$ cat src/rtl/fifo_pkg.sv
// Shared definitions for the FIFO family: pointer sizing, wrapping increment, error-flag indices.
package fifo_pkg;

    // Minimum of one address bit so a degenerate depth still yields a legal vector.
    function automatic int unsigned ptr_width(input int unsigned depth);
        return (depth > 1) ? $clog2(depth) : 1;
    endfunction

    // Explicit wrap at depth-1, so non-power-of-two depths never rely on natural overflow.
    function automatic int unsigned ptr_next(input int unsigned ptr, input int unsigned depth);
        return (ptr >= depth - 1) ? 0 : ptr + 1;
    endfunction

    typedef enum logic [0:0] {
        ERR_OVERFLOW  = 1'b0,
        ERR_UNDERFLOW = 1'b1
    } err_idx_e;

    localparam int unsigned ERR_NUM = 2;

endpackage

$ cat src/rtl/fifo_mem.sv
// Dual-port register array: synchronous write, asynchronous read (required for fall-through head).
module fifo_mem #(
    parameter int unsigned WIDTH = 8,
    parameter int unsigned DEPTH = 8,
    parameter int unsigned AW    = 3
) (
    input  logic             clk,
    input  logic             we,
    input  logic [AW-1:0]    waddr,
    input  logic [WIDTH-1:0] wdata,
    input  logic [AW-1:0]    raddr,
    output logic [WIDTH-1:0] rdata
);

    logic [WIDTH-1:0] mem [DEPTH];

    // Storage is deliberately not reset.
    always_ff @(posedge clk) begin
        if (we) begin
            mem[waddr] <= wdata;
        end
    end

    assign rdata = mem[raddr];

endmodule

$ cat src/rtl/fifo_sync_param.sv
// Parametrised single-clock FIFO with threshold flags, fill level and sticky error flags.
// Define FIFO_FWFT_EN for first-word fall-through reads; default is a registered 1-cycle read.
module fifo_sync_param
    import fifo_pkg::*;
#(
    parameter int unsigned MEMORY_WIDTH  = 8,
    parameter int unsigned MEMORY_DEPTH  = 8,
    parameter int unsigned POINTER_WIDTH = ptr_width(MEMORY_DEPTH),
    parameter int unsigned AF_THRESH     = MEMORY_DEPTH - 1,
    parameter int unsigned AE_THRESH     = 1
) (
    input  logic                     clk,
    input  logic                     rst,
    input  logic                     wrEn,
    input  logic                     rdEn,
    input  logic                     clrErr,
    input  logic [MEMORY_WIDTH-1:0]  inData,
    output logic [MEMORY_WIDTH-1:0]  outData,
    output logic                     rdValid,
    output logic                     full,
    output logic                     empty,
    output logic                     almostFull,
    output logic                     almostEmpty,
    output logic [POINTER_WIDTH:0]   level,
    output logic                     overflow,
    output logic                     underflow
);

    localparam int unsigned LW = POINTER_WIDTH + 1;

    logic [POINTER_WIDTH-1:0] wr_ptr;
    logic [POINTER_WIDTH-1:0] rd_ptr;
    logic [MEMORY_WIDTH-1:0]  head;
    logic                     rd_acc;
    logic                     wr_acc;
    logic [ERR_NUM-1:0]       err;

    // Flags decode straight from the registered level.
    assign empty       = (level == '0);
    assign full        = (level == LW'(MEMORY_DEPTH));
    assign almostFull  = (level >= LW'(AF_THRESH));
    assign almostEmpty = (level <= LW'(AE_THRESH));

    // A full FIFO can still take a write when a read frees a slot in the same cycle.
    assign rd_acc = rdEn && !empty;
    assign wr_acc = wrEn && (!full || rd_acc);

    fifo_mem #(
        .WIDTH (MEMORY_WIDTH),
        .DEPTH (MEMORY_DEPTH),
        .AW    (POINTER_WIDTH)
    ) u_mem (
        .clk   (clk),
        .we    (wr_acc),
        .waddr (wr_ptr),
        .wdata (inData),
        .raddr (rd_ptr),
        .rdata (head)
    );

    always_ff @(posedge clk or negedge rst) begin
        if (!rst) begin
            wr_ptr <= '0;
            rd_ptr <= '0;
            level  <= '0;
            err    <= '0;
        end else begin
            if (wr_acc) begin
                wr_ptr <= POINTER_WIDTH'(ptr_next(32'(wr_ptr), MEMORY_DEPTH));
            end
            if (rd_acc) begin
                rd_ptr <= POINTER_WIDTH'(ptr_next(32'(rd_ptr), MEMORY_DEPTH));
            end
            case ({wr_acc, rd_acc})
                2'b10:   level <= level + LW'(1);
                2'b01:   level <= level - LW'(1);
                default: level <= level;
            endcase
            // Set has priority over clear.
            err[ERR_OVERFLOW]  <= (wrEn && !wr_acc) || (err[ERR_OVERFLOW]  && !clrErr);
            err[ERR_UNDERFLOW] <= (rdEn && !rd_acc) || (err[ERR_UNDERFLOW] && !clrErr);
        end
    end

    assign overflow  = err[ERR_OVERFLOW];
    assign underflow = err[ERR_UNDERFLOW];

`ifdef FIFO_FWFT_EN
    assign outData = head;
    assign rdValid = !empty;
`else
    // Registered read port: data holds between reads, valid pulses once per accepted read.
    always_ff @(posedge clk or negedge rst) begin
        if (!rst) begin
            outData <= '0;
            rdValid <= 1'b0;
        end else begin
            rdValid <= rd_acc;
            if (rd_acc) begin
                outData <= head;
            end
        end
    end
`endif

endmodule

$ cat config.mk
export PLATFORM = sky130hd
export DESIGN_NAME = fifo_sync_param
export DESIGN_NICKNAME = d
export VERILOG_FILES = /design/src/rtl/fifo_pkg.sv /design/src/rtl/fifo_mem.sv /design/src/rtl/fifo_sync_param.sv
export SDC_FILE = /design/constraint.sdc
export NUM_CORES = 1
export LEC_CHECK = 0
export ABC_CLOCK_PERIOD_IN_PS = 8300
export BUFFER_PORTS_ARGS = -buffer_cell sky130_fd_sc_hd__buf_2
export CAP_MARGIN = 20
export CORE_MARGIN = 5
export CORE_UTILIZATION = 48
export CTS_CLUSTER_SIZE = 28
export DETAILED_ROUTE_END_ITERATION = 10
export HOLD_SLACK_MARGIN = 0.08
export PLACE_DENSITY = 0.67
export SLEW_MARGIN = 10
export SYNTH_ARGS = -nofsm -noshare
export SYNTH_HDL_FRONTEND = slang
export SYNTH_SLANG_ARGS = --single-unit
export TNS_END_PERCENT = 100
$ cat constraint.sdc
create_clock -name clk -period 8.3 [get_ports clk]
set_clock_uncertainty 0.2 [all_clocks]
set_input_delay 0.415 -clock clk [delete_from_list [all_inputs] [get_ports clk]]
set_output_delay 0.415 -clock clk [all_outputs]
set_load 0.01 [all_outputs]
==> flow_metrics.env <==
export IMPL_arrival_ns=3.06
export IMPL_drcViolationCount=0
export IMPL_cts_htree_levels=3
export IMPL_hold_viol=0
export IMPL_r2r_end="level[3]"
export IMPL_crit_end="level[3]"
export IMPL_post_drt_wl_per_cell_um=18.21
export IMPL_holdCritStartpoint="rdEn"
export IMPL_slew_headroom_pct=41.35
export IMPL_r2r_start="level[0]"
export IMPL_p_per_area_nw_per_um2=333.2
export IMPL_syn_avg_cell_area_um2=15.83
export IMPL_syn_nets=247
export IMPL_dp_hpwl_mm=4.500
export IMPL_grt_use_met2_pct=25.19
export IMPL_tns_ns=0
export IMPL_ios=32
export IMPL_initial_core_util_pct=49.32
export IMPL_antenna_found_initial=0
export IMPL_min_period_ns=2.984
export IMPL_drt_initial_drc_count=112
export IMPL_worstSetupStartpoint="level[0]"
export IMPL_rsz0062_at_grt="false"
export IMPL_ir_drop_mv=0.1867
export IMPL_dieArea_um2=9279
export IMPL_setup_viol=0
export IMPL_grt_util_all_layers_pct=16.07
export IMPL_numCtsBuffers=9
export IMPL_port_buffers=31
export IMPL_wirelength_mm=6.774
export IMPL_ant_nets=0
export IMPL_grt_busiest_layer="met2"
export IMPL_cts_path_max_buffers=2
export IMPL_cts_sinks=85
export IMPL_crit_required_ns=8.38
export IMPL_globalRouteMet1Util_pct=21.11
export IMPL_async_reset_ff_share_pct=24.71
export IMPL_outcome="finished, final reports clean"
export IMPL_grt_use_met3_pct=3.284
export IMPL_grt_max_degree=37
export IMPL_worst_pin_slew_ns=0.8779
export IMPL_cts_tree="done"
export IMPL_synthToLayoutAreaGrowth_pct=14.20
export IMPL_grt_pass1_wl_mm=10.42
export IMPL_final_area_um2=4085
export IMPL_reg2reg_slack_ns=5.32
export IMPL_clkLatencyLatePin_ns=0.34
export IMPL_end_kind="register"
export IMPL_final_max_slew_viol_count=0
export IMPL_max_freq_mhz=335.1
export IMPL_fin_nets=289
export IMPL_design_power_total_mw=1.361
export IMPL_n_antenna_cell=0
export IMPL_grt_pass1_vias=1951
export IMPL_reg2reg_depth=10
export IMPL_synth_top_area_cell="edfxtp_1"
export IMPL_period_share_pct=35.95
export IMPL_crit_type="register to register"
export IMPL_viasPerCell=5.387
export IMPL_yosys_warnings=0
export IMPL_place_congestion=0.7812
export IMPL_netlist_area_um2=3577
export IMPL_synth_seq_cells=85
export IMPL_maxCapViolations=0
export IMPL_ys_types=35
export IMPL_cp_max_fo=12
export IMPL_final_core_util_pct=56.32
export IMPL_p_leak_nw=1.574
export IMPL_clkSlewWorstSetupHoldPaths_ns=0.09
export IMPL_coreArea_um2=7253
export IMPL_clock_root_buffer="clkbuf_8"
export IMPL_dr_total_vias=2004
export IMPL_postSynthCellCount=226
export IMPL_ys_seq_area_share_pct=68.42
export IMPL_dpl_cell_area_um2=3879
export IMPL_min_path_type="primary input to register"
export IMPL_synth_top_area_share_pct=53.73
export IMPL_fp_row_count=31
export IMPL_drive_above_1_share_pct=31.14
export IMPL_die_w_um=96.33
export IMPL_start_kind="register"
export IMPL_synth_edf_count=64
export IMPL_firstDrtPassIters=4
export IMPL_synthTopCellsByArea="edfxtp_1 (54%), dfrtp_1 (15%), mux2_2 (6.3%), mux2i_1 (5.0%), ha_1 (2.8%)"
export IMPL_synthFlopType="edfxtp_1"
export IMPL_hold_slack_ns=0.1219
export IMPL_die_h_um=96.33
export IMPL_grt_overflow=0
## critical path, stage by stage (launching register included)
cell      delay [ns]
dfrtp_1         0.49
inv_1           0.07
ha_1            0.25
nor3b_1         0.17
buf_2           0.19
nand2b_1        0.37
inv_1           0.16
ha_1            0.26
or4b_4          0.48
a21oi_2         0.14
xor2_1          0.14
## registers in the layout (all words and copies together), names as in the netlist
register,flops
u_mem.mem,64
outData,8
level,4
rd_ptr,3
wr_ptr,3
err,2
rdValid,1
## synth_stat cells (2+ instances only)
cell type / n
ha_1: 8
buf_6: 3
o22ai_1: 8
buf_4: 4
nor2_1: 5
nor4_1: 4
o21ai_0: 11
dfrtp_1: 21
mux2_2: 20
xnor2_1: 2
mux2i_1: 18
nor3b_1: 2
nand2_1: 5
xor2_1: 2
nor4b_1: 2
nand2b_1: 2
nor3_1: 3
edfxtp_1: 64
clkbuf_1: 4
o31ai_1: 8
a22o_1: 8
inv_1: 9
## report_power, final
part | internal, mW | leakage (nW) | switching (mW)
Clock | 0.113 | 0.0898 | 0.152
Combinational | 0.216 | 0.648 | 0.255
Sequential | 0.554 | 0.836 | 0.0725
Total | 0.883 | 1.57 | 0.479
## through the flow
stage	instances	worst slack [ns]
2_1_floorplan	226	5.497
3_3_place_gp	353	5.083
3_5_place_dp	353	4.980
4_1_cts	371	4.953
5_1_grt	372	5.102
6_report	372	5.316
## cells in the final DEF, fill, tap and decap left out, types with 2 or more instances in the layout
master | Yosys | final
clkbuf_8 | 0 | 9
xor2_1 | 2 | 2
nor2_1 | 5 | 5
nand2_1 | 5 | 5
nor4_2 | 0 | 4
nor4b_2 | 0 | 2
nand2b_1 | 2 | 2
o31ai_1 | 8 | 8
ha_1 | 8 | 8
inv_1 | 9 | 9
xnor2_1 | 2 | 2
o21ai_0 | 11 | 11
clkinv_4 | 0 | 2
o22ai_1 | 8 | 8
dfrtp_1 | 21 | 21
edfxtp_1 | 64 | 64
nor3b_1 | 2 | 2
nor3_1 | 3 | 3
inv_6 | 0 | 2
a22o_1 | 8 | 8
mux2_2 | 20 | 20
buf_2 | 0 | 32
dlygate4sd3_1 | 0 | 2
mux2i_1 | 18 | 18
buf_4 | 4 | 9
## timing repair
| item | CTS | global route |
|---|---|---|
| setup buffers | 0 | 0 |
| hold endpoints to repair | 23 | 0 |
| hold buffers | 2 | 0 |
| resized for setup | 0 | 0 |
## per-layer routing
metal	vias up	part of all wire, %
li1	959	-
met1	991	45
met2	43	49
met3	11	4.6
met4	0	1.9
met5	-	0
## cell type report
cell class	count	area, µm²
clock buffer	9	123.9
clock inverter	7	57.56
fill	597	3168
inverter	9	33.78
multi-input combinational	120	1051
sequential	85	2447
tap	99	123.9
timing repair buffer	43	247.7
## worst min-delay path by stage
stage / end / slack [ns] / cells past startpoint
after floorplan: err[0] / -0.08 / 0
after global routing: u_mem.mem[1][0] / 0.12 / 1
after global placement: wr_ptr[0] / 0.21 / 1
after CTS: err[1] / 0.11 / 3
final: err[1] / 0.12 / 3
after detailed placement: wr_ptr[0] / 0.21 / 1
## cells by family after synthesis
family | share of synthesized area [%]
compound gates | 7.276
simple gates | 5.631
fa+ha+maj | 2.798
buf+inv | 3.253
flops | 68.42
mux | 11.65
xor+xnor | 0.9795
No activity file was read; power rests on OpenSTA's default activity.
